<file path="config.mk">
export PLATFORM = sky130hd
export DESIGN_NAME = fetch_inst_stage
export DESIGN_NICKNAME = d
export VERILOG_FILES = /design/src/rtl/fetch_inst_stage.sv
export SDC_FILE = /design/constraint.sdc
export NUM_CORES = 1
export LEC_CHECK = 0
export BUFFER_PORTS_ARGS = -buffer_cell sky130_fd_sc_hd__buf_2
export CAP_MARGIN = 20
export CORE_MARGIN = 1
export CORE_UTILIZATION = 48
export CTS_CLUSTER_DIAMETER = 60
export DETAILED_ROUTE_END_ITERATION = 16
export GPL_TIMING_DRIVEN = 0
export PLACE_DENSITY_LB_ADDON = 0.25
export SLEW_MARGIN = 0
export SYNTH_ARGS = -nofsm -noshare
export SYNTH_HDL_FRONTEND = slang
export SYNTH_SLANG_ARGS = --single-unit
</file>
<file path="constraint.sdc">
create_clock -name clk -period 2.63 [get_ports clk]
set_input_delay 0.1315 -clock clk [delete_from_list [all_inputs] [get_ports clk]]
set_output_delay 0.1315 -clock clk [all_outputs]
set_load 0.03 [all_outputs]
</file>
<file path="src/rtl/fetch_inst_stage.sv">
// Fetch stage: takes a PC from pre-fetch, issues a single-outstanding instruction-bus request, and presents {pc, inst} to decode.
// Optional build macro FETCH_ADEL_EN: misaligned PCs bypass the bus and are flagged on out_adel.
module fetch_inst_stage #(
    parameter logic [31:0] NOP_INST = 32'h0000_0000,
    parameter int          CANCEL_W = 2
) (
    input  logic        clk,
    input  logic        resetn,
    input  logic        pf_valid,
    input  logic [31:0] pf_pc,
    output logic        f_allowin,
    input  logic        flush,
    output logic        inst_req,
    output logic [31:0] inst_addr,
    input  logic        inst_addr_ok,
    input  logic        inst_data_ok,
    input  logic [31:0] inst_rdata,
    input  logic        d_allowin,
    output logic        out_valid,
    output logic [31:0] out_pc,
    output logic [31:0] out_inst,
    output logic        out_adel
);

    typedef enum logic [1:0] {
        S_IDLE = 2'd0,
        S_REQ  = 2'd1,
        S_WAIT = 2'd2,
        S_HOLD = 2'd3
    } state_t;

    localparam logic [CANCEL_W-1:0] CANCEL_MAX  = {CANCEL_W{1'b1}};
    localparam logic [CANCEL_W-1:0] CANCEL_ZERO = {CANCEL_W{1'b0}};
    localparam logic [CANCEL_W-1:0] CANCEL_ONE  = CANCEL_W'(1);

    state_t              state_r;
    state_t              state_s;
    logic [CANCEL_W-1:0] cancel_cnt_r;
    logic [31:0]         pc_r;
    logic [31:0]         inst_r;
    logic                accept_s;
    logic                capture_s;
    logic                cancel_inc_s;
    logic                cancel_dec_s;
    logic                misaligned_s;

    assign f_allowin    = (state_r == S_IDLE) || ((state_r == S_HOLD) && d_allowin);
    assign accept_s     = pf_valid && f_allowin && !flush;
    assign capture_s    = (state_r == S_WAIT) && inst_data_ok && (cancel_cnt_r == CANCEL_ZERO);
    assign cancel_dec_s = inst_data_ok && (cancel_cnt_r != CANCEL_ZERO);
    // A beat consumed in the flush cycle itself leaves nothing outstanding to cancel.
    assign cancel_inc_s = flush && (((state_r == S_WAIT) && !capture_s) ||
                                    ((state_r == S_REQ) && inst_addr_ok));

    assign inst_req  = (state_r == S_REQ);
    assign inst_addr = pc_r;
    assign out_valid = (state_r == S_HOLD);
    assign out_pc    = pc_r;
    assign out_inst  = (state_r == S_HOLD) ? inst_r : NOP_INST;

`ifdef FETCH_ADEL_EN
    logic adel_r;

    assign misaligned_s = (pf_pc[1:0] != 2'b00);
    assign out_adel     = adel_r && (state_r == S_HOLD);

    // Address-error flag follows the entry that raised it.
    always_ff @(posedge clk) begin
        if (!resetn) begin
            adel_r <= 1'b0;
        end else if (flush) begin
            adel_r <= 1'b0;
        end else if (accept_s) begin
            adel_r <= misaligned_s;
        end else if ((state_r == S_HOLD) && d_allowin) begin
            adel_r <= 1'b0;
        end
    end
`else
    assign misaligned_s = 1'b0;
    assign out_adel     = 1'b0;
`endif

    // State register.
    always_ff @(posedge clk) begin
        if (!resetn) begin
            state_r <= S_IDLE;
        end else begin
            state_r <= state_s;
        end
    end

    // Next-state logic; flush overrides everything.
    always_comb begin
        state_s = state_r;
        if (flush) begin
            state_s = S_IDLE;
        end else begin
            case (state_r)
                S_IDLE: begin
                    if (accept_s) begin
                        state_s = misaligned_s ? S_HOLD : S_REQ;
                    end else begin
                        state_s = S_IDLE;
                    end
                end
                S_REQ: begin
                    if (inst_addr_ok) begin
                        state_s = S_WAIT;
                    end else begin
                        state_s = S_REQ;
                    end
                end
                S_WAIT: begin
                    if (capture_s) begin
                        state_s = S_HOLD;
                    end else begin
                        state_s = S_WAIT;
                    end
                end
                S_HOLD: begin
                    if (accept_s) begin
                        state_s = misaligned_s ? S_HOLD : S_REQ;
                    end else if (d_allowin) begin
                        state_s = S_IDLE;
                    end else begin
                        state_s = S_HOLD;
                    end
                end
                default: state_s = S_IDLE;
            endcase
        end
    end

    // PC and instruction holding registers.
    always_ff @(posedge clk) begin
        if (!resetn) begin
            pc_r   <= 32'h0000_0000;
            inst_r <= NOP_INST;
        end else begin
            if (accept_s) begin
                pc_r <= pf_pc;
            end
            if (capture_s) begin
                inst_r <= inst_rdata;
            end else if (accept_s && misaligned_s) begin
                inst_r <= NOP_INST;
            end
        end
    end

    // Stale-response counter: in-order responses, so the next cancel_cnt beats are discarded.
    always_ff @(posedge clk) begin
        if (!resetn) begin
            cancel_cnt_r <= CANCEL_ZERO;
        end else if (cancel_inc_s && !cancel_dec_s && (cancel_cnt_r != CANCEL_MAX)) begin
            cancel_cnt_r <= cancel_cnt_r + CANCEL_ONE;
        end else if (cancel_dec_s && !cancel_inc_s) begin
            cancel_cnt_r <= cancel_cnt_r - CANCEL_ONE;
        end
    end

endmodule

</file>
==> impl_metrics.py, run 1 <==
metrics = {
    "clock_network": {
        "cts_buffers": 9,
        "cts_sinks": 68,
        "cts_hold_buf": 0,
        "htree_levels": 3,
        "clk_latency_ns": 0.34,
        "clk_path_buf_depth": 2,
        "cts-root-buf": "clkbuf_8",
        "post_cts_resized": 0,
        "cts_tree": "yes",
        "path_clk_slew_ns": 0.07,
        "post_cts_buffers": 0,
    },
    "yosys": {
        "seq_area_frac_synth": 0.427,
        "yosys_register_bits": 68,
        "synth_top_family_by_area": "simple AND/OR/NAND/NOR gates",
        "synth_compound_area_frac": 0.186,
        "netlist_area_sq_um": 3190,
        "synthAdderAreaFrac": 0,
        "syn_inst": 390,
        "syn_avg_cell_area_sq_um": 8.17,
        "synth_nets": 461,
        "yosys_warnings": 0,
        "synth-edff-count": 0,
        "synth_xor_area_frac": 0,
        "yosysUniqueCellTypes": 32,
        "ys.flop_type": "dfxtp_1",
        "synth-simple-area-share": 0.254,
        "muxShareOfSynthArea": 0,
        "async_reset_ff_frac": 0,
    },
    "route": {
        "wl_per_cell_microns": 12.1,
        "drt_iter0_drc": 101,
        "drt_wl_total_mm": 7.89,
        "ant_nets": 0,
        "vias_per_cell": 4.85,
        "vias": 3159,
        "firstDrtPassIters": 4,
        "drc": 0,
    },
    "worst_hold_path": {
        "hold_class": "input port to register",
        "min_delay_path_depth": 3,
    },
    "worst_setup_path": {
        "critPathMaxFanout": 10,
        "crit_path_end_kind": "primary output",
        "critical_path_arrival_ns": 1.82,
        "critPathLaunchType": "register",
        "r2r_cells": 5,
        "cp.required_ns": 2.50,
        "critPathKind": "register to primary output",
    },
    "run_status": {
        "status": "finished, final reports clean",
    },
    "power": {
        "p_int_mw": 1.59,
        "power.density_nw_per_um2": 508,
        "p_leak_nw": 2.24,
        "power_frac_seq": 0.492,
        "p_sw_mw": 0.596,
        "combPwrFrac": 0.159,
        "clkPwrFrac": 0.349,
        "swShare": 0.273,
        "irDropWorstVdd_mv": 0.299,
    },
    "sta": {
        "rsz0062_at_grt": "false",
        "period_minus_slack_ns": 1.95,
        "skew_ns": 0.00739,
        "fin_crit_sh": 0.742,
        "whs_ns": 0.0206,
        "hold_viol_final": 0,
        "clock.fmax_mhz": 512,
        "setup_viol": 0,
        "setup_tns_ns": 0,
        "slew_violations": 0,
    },
    "floorplanning": {
        "fp.dieArea_sq_um": 6970,
        "ios": 171,
        "dieHeight_microns": 83.5,
        "start_util": 0.499,
        "core_area_sq_um": 6390,
        "die_w_microns": 83.5,
        "rows": 29,
    },
    "cells_and_area": {
        "drive_gt1_frac": 0.416,
        "final_cells": 651,
        "layout.nets": 641,
        "area_growth_pct": 34.9,
        "fin_util": 0.673,
        "n_antenna_cell": 0,
    },
    "placed_design": {
        "placedCellCount": 636,
        "dpl.hpwl_mm": 5.89,
        "portBuffers": 169,
        "gp_congestion": 0.780,
    },
    "grt": {
        "grt_pass1_wl_mm": 13.1,
        "grt_usage": 0.232,
        "first_global_vias": 2952,
        "grt_max_degree": 11,
        "gr-total-overflow": 0,
        "antenna_found_initial": 1,
    },
    "run": {
        "drv_cap": 0,
    },
}
[worst paths after layout]
check	from	end	slack [ns]
worst max-delay path	state_r[1]	out_inst[9]	0.68
worst min-delay path	pf_pc[3]	inst_addr[3]	0.02
worst max register to register	state_r[0]	cancel_cnt_r[0]	1.23
worst min register to register	inst_r[20]	inst_r[20]	0.45
[power groups by stage]
stage               clock (mW)  combinational [mW]  sequential (mW)
floorplan                    0               0.183             1.14
CTS                      0.774               0.350             1.08
finish                   0.762               0.347             1.08
global placement             0               0.345             1.10
detailed placement           0               0.349             1.10
global route             0.820               0.374             1.08
[per-layer routing]
layer,wire (microns),track usage,vias up
li1,-,-,1595
met1,3360,0.274,1439
met2,3880,0.410,115
met3,578,0.0722,8
met4,61,0.0539,2
met5,10,0,-
[cells in the mapped netlist, drive strengths merged (2+ instances only)]
library cell	count	area, sq um
a21boi	65	488
a21oi	2	10.0
and2	2	12.5
and2b	2	15.0
and3	33	208
buf	47	360
clkbuf	14	52.6
dfxtp	68	1360
inv	2	7.51
nand2	133	499
nor2	2	7.51
nor2b	3	18.8
o21ai	2	21.3
or2	2	12.5
[layout make-up]
class,instances,area [sq um]
clock inverter,2,10.0
clock buffer,13,159
inverter,2,7.51
multi-input combinational,259,1410
fill,556,2090
tap,77,96.3
buffer,61,413
sequential,68,1360
timing repair buffer,169,846
[through the flow]
step	worst slack (ns)	area [sq um]	power, mW
floorplan	1.33	3190	1.32
global placement	1.03	4130	1.44
detailed placement	1.00	4130	1.45
CTS	0.646	4300	2.20
global route	0.507	4300	2.27
finish	0.677	4300	2.18
[worst max-delay path, stage by stage (launching register included)]
cell and delay, ns:
dfxtp_1 0.37, clkbuf_1 0.36, clkbuf_1 0.34, and3_1 0.21, buf_2 0.20
[registers in the layout, indices dropped and copies added (netlist names)]
signal	count
state_r	2
cancel_cnt_r	2
inst_addr	32
inst_r	32
[placed cells by master (no fill, tap or decap), drive strengths merged]
cell,synthesis,routed
nor2,2,2
and3b,1,1
a21oi,2,2
nor3b,1,1
nand2,133,133
a31o,1,1
o211ai,1,1
nor2b,3,3
a211oi,1,1
o21ai,2,2
clkinv,0,2
a21o,1,1
nor3,1,1
buf,47,216
and3,33,33
a21boi,65,65
or2,2,2
conb,1,1
clkbuf,14,27
inv,2,2
dfxtp,68,68
a221oi,1,1
and2,2,2
nand2b,1,1
o41ai,1,1
and2b,2,2
a2111oi,1,1
o21a,1,1
[cells by family (layout without fill, tap and decap cells)]
logic type | after synthesis | count (layout)
buffers and inverters | 63 | 247
and+or+nand+nor | 181 | 181
AOI/OAI and AO/OA | 77 | 77
other | 1 | 1
DFF | 68 | 68
(Power assumes the default switching activity.)
==> run 2, diff against run 1 <==
--- a/config.mk
+++ b/config.mk
@@ -5,10 +5,11 @@
 export SDC_FILE = /design/constraint.sdc
 export NUM_CORES = 1
 export LEC_CHECK = 0
+export ABC_AREA = 1
 export BUFFER_PORTS_ARGS = -buffer_cell sky130_fd_sc_hd__buf_2
 export CAP_MARGIN = 20
 export CORE_MARGIN = 1
-export CORE_UTILIZATION = 48
+export CORE_UTILIZATION = 40
 export CTS_CLUSTER_DIAMETER = 60
 export DETAILED_ROUTE_END_ITERATION = 16
 export GPL_TIMING_DRIVEN = 0
==> constraint.sdc (replaced) <==
create_clock -name clk -period 1.55 [get_ports clk]
set_input_delay 0.0775 -clock clk [delete_from_list [all_inputs] [get_ports clk]]
set_output_delay 0.0775 -clock clk [all_outputs]
set_load 0.03 [all_outputs]
==> run 2 against run 1 <==
  * Clock-buffer cell count shrank 1
  * First-iteration DRC count grew 28%
  * Worst setup slack lost 0.58 ns
  * Sequential cell count is the same
  * Core utilization shrank 6.7 points
  * Via count shrank 0.66%
  * Clock power grew 140%
  * Register-to-register slack lost 1.1 ns
  * Worst hold slack lost 0.0098 ns
  * Sequential power grew 69%
  * Critical path type unchanged
  * Critical endpoint is now f_allowin
  * Largest cell class is now non-clock buffers
  * Highest routed layer is now met4
==> impl_metrics.py, run 2 <==
metrics = {
    "run_status": {
        "status": "finished, final reports clean",
    },
    "route": {
        "firstDrtPassIters": 4,
        "drc": 0,
        "vias_per_cell": 4.51,
        "drt_wl_total_mm": 7.79,
        "vias": 3138,
        "ant_nets": 0,
        "wl_per_cell_microns": 11.2,
        "drt_iter0_drc": 129,
    },
    "grt": {
        "grt_max_degree": 12,
        "grt_usage": 0.190,
        "antenna_found_initial": 0,
        "grt_pass1_wl_mm": 11.5,
        "gr-total-overflow": 0,
        "first_global_vias": 2593,
    },
    "cells_and_area": {
        "layout_commonest_cell": "buf_2",
        "final_cells": 696,
        "design_area_sq_um": 4370,
        "num-fill-cells": 720,
        "n_antenna_cell": 0,
        "area_growth_pct": 47.0,
        "drive_gt1_frac": 0.405,
        "layout.nets": 663,
        "layout_common_cells": "buf_2, a21oi_1, dfxtp_1",
        "multiInputGateArea_sq_um": 1080,
        "seqCellArea_sq_um": 1370,
    },
    "worst_setup_path": {
        "r2r_slack_ns": 0.15,
        "critPathMaxFanout": 10,
        "critical_path_arrival_ns": 1.38,
        "path_cells": "nand2_4, o21ai_4, buf_6, buf_2",
        "crit_path_end_kind": "primary output",
        "max_stage_delay_ns": 0.39,
        "cpMaxStageDelayCell": "dfxtp_2",
        "cp.required_ns": 1.47,
        "critPathLaunchType": "register",
        "critPathKind": "register to primary output",
    },
    "floorplanning": {
        "die_w_microns": 88.2,
        "ios": 171,
        "start_util": 0.412,
        "rows": 31,
        "dieHeight_microns": 88.2,
        "core_area_sq_um": 7210,
        "fp.dieArea_sq_um": 7780,
    },
    "yosys": {
        "seq_area_frac_synth": 0.458,
        "synth_nets": 467,
        "yosys_warnings": 0,
        "ys.flop_type": "dfxtp_1",
        "yosysUniqueCellTypes": 22,
        "syn_avg_cell_area_sq_um": 7.51,
        "synth_xor_area_frac": 0,
        "syn_inst": 396,
        "synth_most_common_cell": "dfxtp_1",
        "synth_compound_area_frac": 0.184,
        "synthTopCellsByCount": "dfxtp_1, a21oi_1, nand2_1, inv_1, nor2_1",
        "synth-edff-count": 0,
        "yosys_register_bits": 68,
        "async_reset_ff_frac": 0,
        "synthAdderAreaFrac": 0,
        "synth_top_family_by_area": "compound AO/OA/AOI/OAI gates",
        "synth-simple-area-share": 0.172,
        "synth_top_area_share": 0.458,
        "muxShareOfSynthArea": 0,
        "netlist_top_cells_area": "dfxtp_1, a21oi_1, buf_4, nand3_1, nand2_1",
        "netlist_area_sq_um": 2970,
        "yosysTopAreaCell": "dfxtp_1",
    },
    "clock_network": {
        "htree_levels": 3,
        "cts-root-buf": "clkbuf_8",
        "cts_tree": "yes",
        "clk_latency_ns": 0.33,
        "cts_buffers": 9,
        "cts_sinks": 68,
        "path_clk_slew_ns": 0.07,
        "clk_path_buf_depth": 2,
    },
    "placed_design": {
        "placed_area_sq_um": 3940,
        "dpl.hpwl_mm": 5.63,
        "portBuffers": 169,
        "gp_congestion": 0.800,
        "dp_slack_ns": 0.0298,
        "placedCellCount": 664,
    },
    "power": {
        "irDropWorstVdd_mv": 0.541,
        "p_leak_nw": 2.15,
        "power_mw": 4.26,
        "power.density_nw_per_um2": 974,
    },
    "worst_hold_path": {
        "hold_class": "input port to register",
    },
    "sta": {
        "slew_violations": 0,
        "fin_crit_sh": 0.939,
        "skew_ns": 0.00554,
        "period_minus_slack_ns": 1.45,
        "clock.fmax_mhz": 687,
        "fin_ws_ns": 0.0953,
        "hold_viol_final": 0,
        "setup_tns_ns": 0,
        "rsz0062_at_grt": "false",
        "setup_viol": 0,
    },
    "run": {
        "drv_cap": 0,
    },
}
run 2: cell types whose count changed after synthesis, sizes merged, moves of 36 or more:
cell,before,now
nor2,2,39
inv,2,43
nand2,133,46
a21boi,65,1
nand3,0,36
a21oi,2,67
run 2: stage by stage:
step | utilization | hold WS [ns]
3_3_place_gp | 0.546 | 0.342
5_1_grt | 0.606 | 0.00759
2_1_floorplan | - | 0.216
4_1_cts | 0.602 | 0.000251
6_report | 0.606 | 0.0108
3_5_place_dp | 0.546 | 0.350
run 2: kinds of logic (layout without fill, tap and decap cells):
group           count (synthesis)  after routing
simple gates                  121            122
compound gates                106            106
buf+inv                       100            300
flops                          68             68
other cells                     1              1
run 2: layout make-up:
type,instances,area share
multi-input combinational,229,0.246
tap,99,0.0283
clock buffer,12,0.0355
sequential,68,0.313
buffer,57,0.0908
inverter,43,0.0369
clock inverter,4,0.0218
timing repair buffer,184,0.228
run 2: repair_timing:
| action | 4_1_cts | 5_1_grt |
|---|---|---|
| gates cloned | 0 | 1 |
| hold buffers | 13 | 1 |
| endpoints found under the setup margin | 31 | 34 |
| gates resized for setup | 7 | 11 |
| setup buffers | 1 | 0 |
| endpoints found under the hold margin | 13 | 1 |
| pin swaps | 1 | 1 |
run 2: path summary, 6_finish.rpt:
| path | start | to | cells past startpoint |
|---|---|---|---|
| max reg2reg | state_r[0] | inst_addr[3] | 7 |
| min | pf_pc[14] | inst_addr[14] | 3 |
| max | state_r[0] | f_allowin | 4 |
| min reg2reg | inst_r[21] | inst_r[21] | 2 |
run 2: routing by layer:
layer | track usage | vias to the layer above | share of wire
li1 | - | 1635 | -
met2 | 0.310 | 104 | 0.49
met5 | 0 | - | 0
met4 | 0.0674 | 0 | 0.011
met1 | 0.238 | 1392 | 0.44
met3 | 0.0569 | 7 | 0.055
run 2: critical path: cells and delay by family (launching register included):
family          cells  cell delay, ns
compound gates      1            0.19
buf+inv             2            0.35
flops               1            0.39
simple gates        1            0.11
run 2: report_power, final:
group	switching, mW	internal [mW]	total, mW	leakage, nW
Sequential	0.0344	1.80	1.83	0.553
Clock	0.645	1.16	1.80	0.127
Combinational	0.366	0.261	0.627	1.47
Total	1.05	3.21	4.26	2.15
==> run 3, diff against run 2 <==
--- a/config.mk
+++ b/config.mk
@@ -8,7 +8,7 @@
 export ABC_AREA = 1
 export BUFFER_PORTS_ARGS = -buffer_cell sky130_fd_sc_hd__buf_2
 export CAP_MARGIN = 20
-export CORE_MARGIN = 1
+export CORE_MARGIN = 2
 export CORE_UTILIZATION = 40
 export CTS_CLUSTER_DIAMETER = 60
 export DETAILED_ROUTE_END_ITERATION = 16
==> constraint.sdc (replaced) <==
create_clock -name clk -period 1.55 [get_ports clk]
set_input_delay 0.31 -clock clk [delete_from_list [all_inputs] [get_ports clk]]
set_output_delay 0.31 -clock clk [all_outputs]
set_load 0.03 [all_outputs]
==> run 3 against run 2 <==
  * Combinational power fell by 2%
  * Design area rose by 0.60%
  * Die area grew 4.6%
  * Critical path type unchanged
  * Highest routed layer unchanged
  * Clock skew increased by 0.0024 ns
  * Worst setup slack lost 0.090 ns
  * Fmax is 5.8% lower
  * Register-to-register slack got worse by 0.03 ns
  * Critical path depth unchanged
  * Sequential cell count unchanged
  * Cell count decreased by 2.0%
  * Clock power fell by 33%
==> impl_metrics.py, run 3 (same netlist as run 2, synthesis figures left out) <==
metrics = {
    "run_status": {
        "status": "finished, final reports clean",
    },
    "placed_design": {
        "placed_area_sq_um": 3940,
        "portBuffers": 169,
        "placedCellCount": 664,
        "dp_slack_ns": -0.112,
        "gp_congestion": 0.797,
        "dpl.hpwl_mm": 5.87,
    },
    "route": {
        "vias": 3176,
        "ant_nets": 0,
        "drt_wl_total_mm": 7.98,
        "drt_iter0_drc": 83,
        "wl_per_cell_microns": 11.7,
        "firstDrtPassIters": 4,
        "drc": 0,
        "vias_per_cell": 4.66,
    },
    "sta": {
        "skew_ns": 0.00789,
        "clock.fmax_mhz": 647,
        "fin_crit_sh": 0.997,
        "rsz0062_at_grt": "true",
        "setup_tns_ns": 0,
        "slew_violations": 0,
        "fin_ws_ns": 0.00539,
        "hold_viol_final": 0,
        "setup_viol": 0,
        "period_minus_slack_ns": 1.54,
    },
    "worst_setup_path": {
        "r2r_slack_ns": 0.12,
        "critPathKind": "register to primary output",
        "crit_path_end_kind": "primary output",
        "critical_path_arrival_ns": 1.23,
        "path_cells": "nand2_8, clkbuf_16, nor2_2, buf_6",
        "crit_buf_inv": 2,
        "cpMaxStageDelayCell": "dfxtp_4",
        "critPathLaunchType": "register",
        "critPathTopFamily": "flip-flops",
        "cp.required_ns": 1.24,
        "max_stage_delay_ns": 0.39,
        "critPathMaxFanout": 10,
    },
    "floorplanning": {
        "die_w_microns": 90.2,
        "start_util": 0.412,
        "core_area_sq_um": 7210,
        "ios": 171,
        "rows": 31,
        "dieHeight_microns": 90.2,
        "fp.dieArea_sq_um": 8140,
    },
    "cells_and_area": {
        "layout_common_cells": "buf_2, a21oi_1, dfxtp_1",
        "area_growth_pct": 47.9,
        "layout.nets": 651,
        "multiInputGateArea_sq_um": 1140,
        "n_antenna_cell": 0,
        "final_cells": 682,
        "design_area_sq_um": 4400,
        "drive_gt1_frac": 0.443,
        "seqCellArea_sq_um": 1370,
        "layout_commonest_cell": "buf_2",
        "num-fill-cells": 698,
    },
    "clock_network": {
        "clk_latency_ns": 0.33,
        "cts_buffers": 9,
        "clk_path_buf_depth": 2,
        "cts_sinks": 68,
        "cts_hold_buf": 0,
        "path_clk_slew_ns": 0.07,
        "cts_tree": "yes",
        "cts-root-buf": "clkbuf_8",
        "htree_levels": 3,
    },
    "run": {
        "drv_cap": 0,
    },
    "grt": {
        "grt_usage": 0.192,
        "antenna_found_initial": 1,
        "grt_pass1_wl_mm": 13.0,
        "grt_max_degree": 11,
        "gr-total-overflow": 0,
        "first_global_vias": 2905,
    },
    "power": {
        "power.density_nw_per_um2": 830,
        "irDropWorstVdd_mv": 0.488,
        "p_leak_nw": 2.08,
    },
    "worst_hold_path": {
        "hold_class": "input port to register",
    },
}
[run 3: changes by cell type in the layout (fill, tap and decap cells not counted), sizes merged]
cell         previous run  this run
dlygate4sd3            14         0
clkinv                  1         3
bufinv                  3         0
clkbuf                 24        23
nand3                  37        36
buf                   215       218
[run 3: area by class of cell]
| cell class | count | share of cell area |
|---|---|---|
| plain buffers | 57 | 0.0979 |
| clock buffers | 11 | 0.0322 |
| clock inverters | 3 | 0.00341 |
| inverters | 43 | 0.0367 |
| multi-input cells | 228 | 0.259 |
| flip-flops and latches | 68 | 0.311 |
| well taps | 99 | 0.0282 |
| repair buffers | 173 | 0.231 |
[run 3: through the flow]
stage / total power, mW / hold slack (ns) / util
floorplan: 2.26 / 0.429 / -
global placement: 2.46 / 0.439 / 0.546
detailed placement: 2.47 / 0.444 / 0.546
CTS: 3.69 / 0.229 / 0.596
global route: 3.82 / 0.234 / 0.609
finish: 3.65 / 0.241 / 0.609
[run 3: final timing paths]
path,startpoint,endpoint,depth (start not counted)
setup / recovery,state_r[0],out_inst[22],4
hold / removal,pf_pc[21],inst_addr[21],3
setup reg to reg,state_r[0],inst_r[7],6
hold reg to reg,inst_r[20],inst_r[20],2
[run 3: worst min-delay path, cell delays in order]
cell and delay (ns):
buf_2 0.10, nand3_1 0.07, a21oi_1 0.06
[run 3: what timing repair did]
| item | CTS | global route |
|---|---|---|
| hold endpoints to repair | 0 | 0 |
| setup buffers | 4 | 0 |
| pin swaps | 1 | 1 |
| setup endpoints to repair | 35 | 60 |
| gates resized for setup | 60 | 34 |
[run 3: where the power goes]
part           internal, mW  total (mW)  switching [mW]
registers              1.80        1.83          0.0360
clock network         0.598        1.20           0.604
logic                 0.246       0.613           0.367
total                  2.64        3.65            1.01
[run 3: metal layers]
layer / global-route usage / share of wire
met5: 0 / 0
met4: 0.0821 / 0.018
met3: 0.0671 / 0.088
met2: 0.325 / 0.48
met1: 0.220 / 0.41
